===== src/rtl/hyperbus_pkg.sv =====
// -----------------------------------------------------------------------------
// hyperbus_pkg
//   Shared definitions for the HyperBus controller data paths.
//   - NumPhys / PhyBytes: number of PHYs and the resulting PHY word size in bytes
//   - hyperbus_phy2r_state_t: read-path FSM states
//   - AXI RESP encodings
// -----------------------------------------------------------------------------
package hyperbus_pkg;

    localparam int unsigned NumPhys  = 2;
    localparam int unsigned PhyBytes = 2 * NumPhys;
    localparam int unsigned PhyWidth = 16 * NumPhys;

    typedef enum logic [1:0] {
        Idle,
        Collect,
        Send
    } hyperbus_phy2r_state_t;

    localparam logic [1:0] AxiRespOkay   = 2'b00;
    localparam logic [1:0] AxiRespSlvErr = 2'b10;

endpackage


===== src/rtl/hyperbus_axi_beat_cnt.sv =====
// -----------------------------------------------------------------------------
// hyperbus_axi_beat_cnt
//   Tracks the byte index of the current AXI beat and the number of beats still
//   to go after it. Used by both the read and the write data paths.
//
// Ports:
//   clk_i, rst_i    clock, asynchronous active-high reset
//   load            latch start_addr / len at the start of a burst
//   step            advance to the next beat (AXI handshake, not the last beat)
//   start_addr      starting byte offset within an AXI word
//   len             number of beats minus one
//   size            AXI size of the burst (beat bytes = 2^size)
//   byte_idx        byte offset of the current beat
//   byte_idx_next   byte offset the next beat will use
//   beat_mask       2^size - 1, truncated to the offset width (all ones for a
//                   full-width beat)
//   beats_left      beats remaining after the current one
//   last            current beat is the final beat of the burst
// -----------------------------------------------------------------------------
module hyperbus_axi_beat_cnt #(
    parameter int unsigned AddrWidth   = 3,
    parameter int unsigned BurstLength = 8
) (
    input  logic                   clk_i,
    input  logic                   rst_i,
    input  logic                   load,
    input  logic                   step,
    input  logic [AddrWidth-1:0]   start_addr,
    input  logic [BurstLength-1:0] len,
    input  logic [2:0]             size,
    output logic [AddrWidth-1:0]   byte_idx,
    output logic [AddrWidth-1:0]   byte_idx_next,
    output logic [AddrWidth-1:0]   beat_mask,
    output logic [BurstLength-1:0] beats_left,
    output logic                   last
);

    logic [AddrWidth-1:0] beat_bytes;

    // A full-width beat shifts the one out of range, giving 0 bytes modulo the
    // AXI word; the mask then becomes all ones and alignment lands on 0.
    assign beat_bytes    = AddrWidth'(1) << size;
    assign beat_mask     = beat_bytes - AddrWidth'(1);
    assign byte_idx_next = (byte_idx & ~beat_mask) + beat_bytes;
    assign last          = (beats_left == '0);

    // NOTE: sequential state is updated with non-blocking assignments so every
    // flop samples pre-edge values regardless of statement order.
    always_ff @(posedge clk_i or posedge rst_i) begin
        if (rst_i) begin
            byte_idx   <= '0;
            beats_left <= '0;
        end else if (load) begin
            byte_idx   <= start_addr;
            beats_left <= len;
        end else if (step) begin
            byte_idx   <= byte_idx_next;
            beats_left <= beats_left - BurstLength'(1);
        end
    end

endmodule


===== src/rtl/hyperbus_phy2r.sv =====
// -----------------------------------------------------------------------------
// hyperbus_phy2r
//   HyperBus read-data path: gathers naturally aligned PHY read words into an
//   AXI-word buffer and emits AXI R beats. Narrow beats reuse one PHY word for
//   several beats; wide beats collect several PHY words per beat.
//
// Ports:
//   clk_i, rst_i      clock, asynchronous active-high reset
//   trans_handshake   AR/AW accepted; size/start_addr/len/is_a_write are valid
//   is_a_write        transaction is a write (ignored by this block)
//   size              AXI size
//   start_addr        starting byte offset within an AXI word
//   len               AXI burst length minus one
//   phy_valid_i       PHY read word valid
//   phy_ready_o       PHY read word accepted
//   data_i            PHY read word
//   last_i            last PHY word of the transfer (beat counting uses len)
//   axi_valid_o       R beat valid
//   axi_ready_i       R beat ready
//   data_o            R data (lanes outside the active beat are stale)
//   last_o            R last
//
// Optional feature, macro HYPERBUS_PHY2R_ERR_EN:
//   phy_error_i       error sideband of data_i
//   resp_o            R resp; SLVERR for beats built from an errored PHY word,
//                     and on the final beat if last_i arrived early
// -----------------------------------------------------------------------------
module hyperbus_phy2r
    import hyperbus_pkg::*;
#(
    parameter int unsigned AxiDataWidth = 64,
    parameter int unsigned BurstLength  = 8,
    parameter int unsigned AddrWidth    = $clog2(AxiDataWidth / 8)
) (
    input  logic                    clk_i,
    input  logic                    rst_i,
    input  logic                    trans_handshake,
    input  logic                    is_a_write,
    input  logic [2:0]              size,
    input  logic [AddrWidth-1:0]    start_addr,
    input  logic [BurstLength-1:0]  len,
    input  logic                    phy_valid_i,
    output logic                    phy_ready_o,
    input  logic [PhyWidth-1:0]     data_i,
    input  logic                    last_i,
`ifdef HYPERBUS_PHY2R_ERR_EN
    input  logic                    phy_error_i,
    output logic [1:0]              resp_o,
`endif
    output logic                    axi_valid_o,
    input  logic                    axi_ready_i,
    output logic [AxiDataWidth-1:0] data_o,
    output logic                    last_o
);

    localparam int unsigned PhyLog = $clog2(PhyBytes);
    localparam logic [AddrWidth-1:0] PhyOffsetMask = AddrWidth'(PhyBytes - 1);
    localparam logic [AddrWidth-1:0] PhyStep       = AddrWidth'(PhyBytes);

    hyperbus_phy2r_state_t state;

    logic                    collect_q;
    logic [2:0]              size_q;
    logic [AddrWidth-1:0]    phy_ptr;
    logic [AddrWidth-1:0]    phy_ptr_inc;
    logic [AxiDataWidth-1:0] buffer;

    logic                    start_read;
    logic                    phy_hs;
    logic                    axi_hs;
    logic                    narrow;
    logic                    next_in_word;

    logic [AddrWidth-1:0]    byte_idx;
    logic [AddrWidth-1:0]    byte_idx_next;
    logic [AddrWidth-1:0]    beat_mask;
    logic [BurstLength-1:0]  beats_left;
    logic                    beats_last;

    assign start_read  = (state == Idle) && trans_handshake && !is_a_write;

    // In Idle any stray PHY word is swallowed so the CDC FIFO drains after the
    // burst has already been completed on the AXI side.
    assign phy_ready_o = collect_q || ((state == Idle) && phy_valid_i);
    assign phy_hs      = collect_q && phy_valid_i;
    assign axi_hs      = axi_valid_o && axi_ready_i;

    assign phy_ptr_inc  = phy_ptr + PhyStep;
    assign narrow       = (size_q <= 3'(PhyLog));
    assign next_in_word = ((byte_idx_next & PhyOffsetMask) != '0);

    assign data_o = buffer;
    assign last_o = axi_valid_o && beats_last;

    hyperbus_axi_beat_cnt #(
        .AddrWidth   (AddrWidth),
        .BurstLength (BurstLength)
    ) i_beat_cnt (
        .clk_i         (clk_i),
        .rst_i         (rst_i),
        .load          (start_read),
        .step          (axi_hs && !beats_last),
        .start_addr    (start_addr),
        .len           (len),
        .size          (size_q),
        .byte_idx      (byte_idx),
        .byte_idx_next (byte_idx_next),
        .beat_mask     (beat_mask),
        .beats_left    (beats_left),
        .last          (beats_last)
    );

    // NOTE: the AXI-word buffer is reset together with the control state; it
    // drives data_o directly, and data_o must read zero out of reset.
    always_ff @(posedge clk_i or posedge rst_i) begin
        if (rst_i) begin
            state       <= Idle;
            collect_q   <= 1'b0;
            axi_valid_o <= 1'b0;
            size_q      <= '0;
            phy_ptr     <= '0;
            buffer      <= '0;
        end else begin
            unique case (state)
                Idle: begin
                    if (start_read) begin
                        state     <= Collect;
                        collect_q <= 1'b1;
                        size_q    <= size;
                        phy_ptr   <= start_addr & ~PhyOffsetMask;
                    end
                end
                Collect: begin
                    if (phy_hs) begin
                        buffer[int'(phy_ptr) * 8 +: PhyWidth] <= data_i;
                        phy_ptr <= phy_ptr_inc;
                        // Narrow beats fit in one word; wide beats complete
                        // once the write pointer reaches the next beat boundary.
                        if (narrow || ((phy_ptr_inc & beat_mask) == '0)) begin
                            state       <= Send;
                            collect_q   <= 1'b0;
                            axi_valid_o <= 1'b1;
                        end
                    end
                end
                Send: begin
                    if (axi_hs) begin
                        if (beats_last) begin
                            state       <= Idle;
                            axi_valid_o <= 1'b0;
                        end else if (!next_in_word) begin
                            state       <= Collect;
                            collect_q   <= 1'b1;
                            axi_valid_o <= 1'b0;
                        end
                    end
                end
                default: begin
                    state       <= Idle;
                    collect_q   <= 1'b0;
                    axi_valid_o <= 1'b0;
                end
            endcase
        end
    end

`ifdef HYPERBUS_PHY2R_ERR_EN
    logic beat_err_q;
    logic early_last_q;

    always_ff @(posedge clk_i or posedge rst_i) begin
        if (rst_i) begin
            beat_err_q   <= 1'b0;
            early_last_q <= 1'b0;
        end else if (start_read) begin
            beat_err_q   <= 1'b0;
            early_last_q <= 1'b0;
        end else if (phy_hs) begin
            // Sticky across every word of a wide beat and every narrow beat
            // carved out of the same word.
            beat_err_q <= beat_err_q || phy_error_i;
            if (last_i && !beats_last) begin
                early_last_q <= 1'b1;
            end
        end else if (axi_hs && !beats_last && !next_in_word) begin
            // Next beat is built from fresh PHY words.
            beat_err_q <= 1'b0;
        end
    end

    assign resp_o = (axi_valid_o && (beat_err_q || (beats_last && early_last_q)))
                    ? AxiRespSlvErr : AxiRespOkay;
`else
    logic unused_last;
    assign unused_last = last_i ^ byte_idx[0] ^ beats_left[0];
`endif

endmodule


===== config.mk =====
export PLATFORM = sky130hd
export DESIGN_NAME = hyperbus_phy2r
export DESIGN_NICKNAME = d
export VERILOG_FILES = /design/src/rtl/hyperbus_pkg.sv /design/src/rtl/hyperbus_axi_beat_cnt.sv /design/src/rtl/hyperbus_phy2r.sv
export SDC_FILE = /design/constraint.sdc
export NUM_CORES = 1
export LEC_CHECK = 0
export BUFFER_PORTS_ARGS = -buffer_cell sky130_fd_sc_hd__buf_2
export CAP_MARGIN = 5
export CORE_UTILIZATION = 50
export DETAILED_ROUTE_END_ITERATION = 6
export PLACE_DENSITY = 0.79
export SYNTH_ARGS = -nofsm -noshare
export SYNTH_HDL_FRONTEND = slang
export SYNTH_SLANG_ARGS = --single-unit

===== constraint.sdc =====
create_clock -name clk_i -period 3.3 [get_ports clk_i]
set_input_delay 0.495 -clock clk_i [delete_from_list [all_inputs] [get_ports clk_i]]
set_output_delay 0.495 -clock clk_i [all_outputs]
set_load 0.05 [all_outputs]

* Word level (Yosys, flattened, before mapping) *
Cells that the tools add are included.

word-level totals
  memories = 0
  bits in latches = 0
  ROM bits = 0
  memory bits (writable) = 0
  word-level logic and storage cells = 81
  output and inout bits = 67
  register bits = 85

operators by class
  shift-type cells = 3
  multiplexer cells = 28
  eq/ne operators = 9
  reduce and logical (&&, ||, !) cells = 23
  multipliers = 0
  div/mod/pow operators = 0
  $lt $le $gt $ge = 1
  bitwise logic cells = 4
  add/subtract/negate cells = 5

operators by type and width
  kind                      number
  $bwmux 64                 1
  $shift 32x33->64 const A  1
  $shiftx 32x33->64         1
  $neg 6->33                1
  $mux 8                    2
  $mux 2                    6
  $mux 3                    4
  $mux 1                    11
  $ne 2x2->1 const B        5
  $reduce_and 5->1          2
  $logic_not 8->1           1
  $sub 8x1->8 const B       1
  $logic_and 1x1->1         7
  $and 3x3->3               2
  $pmux 1 s3                2
  $pmux 2 s3                1
  $pmux 3 s2                1
  $reduce_and 6->1          1
  $reduce_and 2->1          2
  $reduce_bool 2->1         2
  $add 3x3->3               1
  $add 3x3->3 const B       1
  $le 3x2->1 const B        1
  $logic_not 3->1           1
  other kinds (13)          15

* Logic depth before layout (Yosys ltp) *
  depth in word-level cells = 10
  depth in mapped cells = 6

* By module *
A second synthesis with hierarchy kept.

unflattened totals
  cells, all modules = 267
  area, all modules = 3719.8 µm²

modules (own cells, without submodules)
  module                 area each (µm²)  times used  cells each
  hyperbus_phy2r         2975.4           1           182
  hyperbus_axi_beat_cnt  744.5            1           85

* Worst setup path before layout *
Ideal clock, no wire load.

  path type = register to register
  from = register size_q[0]
  to = register axi_valid_o
  arrival time = 1.939 ns
  period minus slack after synthesis = 2.059 ns
  data required time = 3.180 ns
  library setup time = 0.120 ns
  path buffers = 0
  setup slack = 1.241 ns
  stages on the path, launching flop included = 7
  path through = dfrtp_1 or3b_2 ha_1 or3b_2 nand4_1 a21oi_1 a31o_2

between the ends
  longest elaborated chain between the ends = 8
  elaborated cells on any way between the ends = 13

RTL lines
  what                                   line                         source
  start, declared                        hyperbus_phy2r.sv:63         logic [2:0] size_q;
  start signal, assigned                 hyperbus_phy2r.sv:129        size_q <= size;
  $shl 1x3->3                            hyperbus_axi_beat_cnt.sv:42  assign beat_bytes = AddrWidth'(1) << size;
  $sub 3x1->3                            hyperbus_axi_beat_cnt.sv:43  assign beat_mask = beat_bytes - AddrWidth'(1);
  $not 3->3                              hyperbus_axi_beat_cnt.sv:44  assign byte_idx_next = (byte_idx & ~beat_mask) + beat_bytes;
  $and 3x3->3                            hyperbus_axi_beat_cnt.sv:44
  $add 3x3->3                            hyperbus_axi_beat_cnt.sv:44
  $reduce_bool 3->1                      hyperbus_phy2r.sv:90         assign next_in_word = ((byte_idx_next & PhyOffsetMask) != '0);
  $ne 3x3->1 (no source line)            n/a
  $reduce_and 5->1 (no source line) (*)  n/a
  end signal, assigned                   hyperbus_phy2r.sv:119        axi_valid_o <= 1'b0;
  end signal, assigned                   hyperbus_phy2r.sv:142        axi_valid_o <= 1'b1;
  end signal, assigned                   hyperbus_phy2r.sv:150        axi_valid_o <= 1'b0;
  end, declared                          hyperbus_phy2r.sv:50         output logic axi_valid_o,

Every way passes the cells marked *; elsewhere a longest branch is shown, timed or not.
A chain may end at the register's enable or synchronous reset.

* Worst setup path after layout *
  from = register i_beat_cnt.beats_left[0]
  to = output last_o

between the ends
  longest elaborated chain between the ends = 2

RTL lines
  what                    line                         source
  start, declared         hyperbus_axi_beat_cnt.sv:34  output logic [BurstLength-1:0] beats_left,
  start signal, assigned  hyperbus_axi_beat_cnt.sv:55  beats_left <= len;
  start signal, assigned  hyperbus_axi_beat_cnt.sv:58  beats_left <= beats_left - BurstLength'(1);
  $logic_not 8->1         hyperbus_axi_beat_cnt.sv:45  assign last = (beats_left == '0);
  $logic_and 1x1->1       hyperbus_phy2r.sv:93         assign last_o = axi_valid_o && beats_last;
  end, declared           hyperbus_phy2r.sv:53         output logic last_o

No other way between the ends.

==> results.json <==
{
  "tritoncts": "done",
  "vias": 2440,
  "grt_antenna_before_repair": 0,
  "reg2reg_depth": 4,
  "setup_viol": 0,
  "finClkSkew_ns": 0.01019,
  "nets": 436,
  "synthToLayoutAreaGrowth_pct": 24.36,
  "hold_viol_final": 0,
  "firstDrtPassIters": 4,
  "synth_area_leader_cell": "dfrtp_1",
  "cp.required_ns": 2.80,
  "clk_path_buf_depth": 2,
  "slew_violations": 0,
  "portBuffers": 118,
  "drc": 0,
  "max_stage_delay_ns": 0.47,
  "slew_headroom": 0.3763,
  "crit_arrival_ns": 2.01,
  "grt_usage": 0.2074,
  "path_class": "flip-flop to output port",
  "yosys_warnings": 0,
  "run_status": "finished, final reports clean",
  "cts.clk_slew.worst_paths_ns": 0.09,
  "period_needed_ns": 2.501,
  "synth_seq_area_share": 0.5927,
  "min_period_over_period": 0.7579,
  "crit_fanout": 4,
  "synthTopCellsByArea": "dfrtp_1 (59%), mux2_2 (21%), nand2_1 (2.0%), ha_1 (1.1%), nor2_1 (1.1%)",
  "coreArea_um2": 6531,
  "hp-class": "primary input to async pin",
  "post_cts_buffers": 0,
  "numCtsBuffers": 9,
  "grt_pass1_vias": 2485,
  "cp_cell_sequence": "inv_1, ha_1, nor3b_1, and3_1, buf_2",
  "syn_area_um2": 3462,
  "place.gp.congestion": 0.7501,
  "synth_edf_count": 0,
  "rsz0062_at_grt": "false",
  "worst_pin_slew_ns": 0.9345,
  "maxCapViolCount": 0,
  "crit_buf_inv": 2,
  "ys_async_sr_fraction": 1.000,
  "wl_um": 6767,
  "ios": 120,
  "synthFlopType": "dfrtp_1",
  "synth.most_common_cell": "dfrtp_1",
  "overflow": 0,
  "drive_gt1_frac": 0.5610,
  "yosys-top-cells-count": "dfrtp_1 (82), mux2_2 (65), nand2_1 (18)",
  "dp_hpwl_um": 4918,
  "die_area_um2": 7261,
  "grt_pass1_wl_um": 11550,
  "synthCells": 256,
  "grt_max_degree": 58,
  "cts.repair.resized": 0,
  "reg2reg_to": "data_o[46]",
  "ant_nets": 0,
  "cp_slowest_cell": "nor3b_1",
  "cp-start-kind": "flip-flop",
  "end_kind": "output port",
  "die_w_um": 85.21,
  "synth-seq-cells": 82,
  "cts.sinks": 82,
  "wl_per_cell_um": 14.65,
  "syn-num-nets": 312,
  "row_count": 29,
  "htreeDepth": 3,
  "clock_latency_ns": 0.35,
  "reg2reg_setup_slack_ns": 0.96,
  "synthDistinctLibCells": 44,
  "crit_family": "simple AND/OR/NAND/NOR gates",
  "drt_iter0_drc": 78,
  "timing.rr.start": "state[1]",
  "synth_top_area_share": 0.5927,
  "root_buffer": "clkbuf_8",
  "tns_ns": 0,
  "postSynthAreaPerCell_um2": 13.52,
  "timing.fmax_mhz": 399.8,
  "routed_via_density": 5.281,
  "postCtsHoldBufs": 0,
  "diodes": 0,
  "fp.dieH_um": 85.21,
  "start_util": 0.5301
}
==> stage by stage <==
| step | util | area [µm²] | worst slack [ns] | hold slack (ns) | instances |
|---|---|---|---|---|---|
| 4_1_cts | 0.6592 | 4305 | 0.8103 | 0.3214 | 462 |
| 6_report | 0.6592 | 4305 | 0.7988 | 0.3158 | 462 |
| 5_1_grt | 0.6592 | 4305 | 0.6860 | 0.3358 | 462 |
| 3_5_place_dp | 0.6322 | 4129 | 0.8770 | 0.4820 | 446 |
| 3_3_place_gp | 0.6322 | 4129 | 0.8975 | 0.4672 | 446 |
| 2_1_floorplan | - | 3462 | 0.6966 | 0.4519 | 256 |
==> worst register-to-register path, stage by stage, from the launching register on <==
cell and delay (ns):
dfrtp_1 0.52, nor2b_2 0.22, nand4_2 0.72, buf_4 0.48, mux2_2 0.28
==> cell families (layout without fill, tap and decap cells) <==
| group | Yosys count | in the layout | synth area share |
|---|---|---|---|
| flip-flops | 82 | 82 | 0.5927 |
| multiplexers | 67 | 67 | 0.2172 |
| AND/OR/NAND/NOR | 56 | 56 | 0.09433 |
| AO/OA/AOI/OAI | 30 | 30 | 0.05493 |
| buffers and inverters | 16 | 145 | 0.02494 |
| adder cells (fa/ha/maj) | 3 | 3 | 0.01084 |
| XOR/XNOR | 2 | 2 | 0.005061 |
==> cells in the final DEF (no fill, tap or decap), types with 4 or more instances in the layout <==
| master | count |
|---|---|
| dfrtp_1 | 82 |
| clkbuf_8 | 9 |
| a21oi_1 | 7 |
| inv_1 | 5 |
| buf_4 | 5 |
| nand2_1 | 18 |
| mux2_2 | 65 |
| buf_2 | 118 |
| o21ai_0 | 7 |
| nand3_1 | 4 |
| nor2_1 | 10 |
==> state kept, by name, indices dropped and copies added (netlist names) <==
signal / cells
data_o: 64
i_beat_cnt.beats_left: 8
size_q: 3
i_beat_cnt.byte_idx: 2
state: 2
axi_valid_o: 1
collect_q: 1
phy_ptr: 1
==> worst max path at each step <==
stage / startpoint / endpoint / slack (ns) / depth (start not counted)
3_3_place_gp: phy_valid_i / data_o[52] / 0.90 / 5
4_1_cts: i_beat_cnt.beats_left[0] / last_o / 0.81 / 5
2_1_floorplan: rst_i / axi_valid_o / 0.70 / 1
6_report: i_beat_cnt.beats_left[0] / last_o / 0.80 / 5
3_5_place_dp: phy_valid_i / data_o[51] / 0.88 / 5
5_1_grt: i_beat_cnt.beats_left[0] / last_o / 0.69 / 5
==> final cells by class <==
| type | instances | area (µm²) |
|---|---|---|
| inverters | 6 | 23.77 |
| well taps | 77 | 96.34 |
| clock inverters | 6 | 48.80 |
| multi-input cells | 158 | 1329 |
| flip-flops and latches | 82 | 2052 |
| repair buffers | 123 | 628.1 |
| clock buffers | 10 | 127.6 |
| fillers | 501 | 2226 |
==> metal layers <==
metal | vias to the layer above | GRT usage | wire length [µm] | share of wire
li1 | 1166 | - | - | -
met1 | 1185 | 0.2667 | 2997 | 0.44
met2 | 79 | 0.3292 | 3183 | 0.47
met3 | 10 | 0.05837 | 475 | 0.070
met4 | 0 | 0.09399 | 111 | 0.016
met5 | - | 0 | 0 | 0
Power is not shown: default switching activity piles up to over one toggle a cycle in this logic, so the estimate is an artifact.
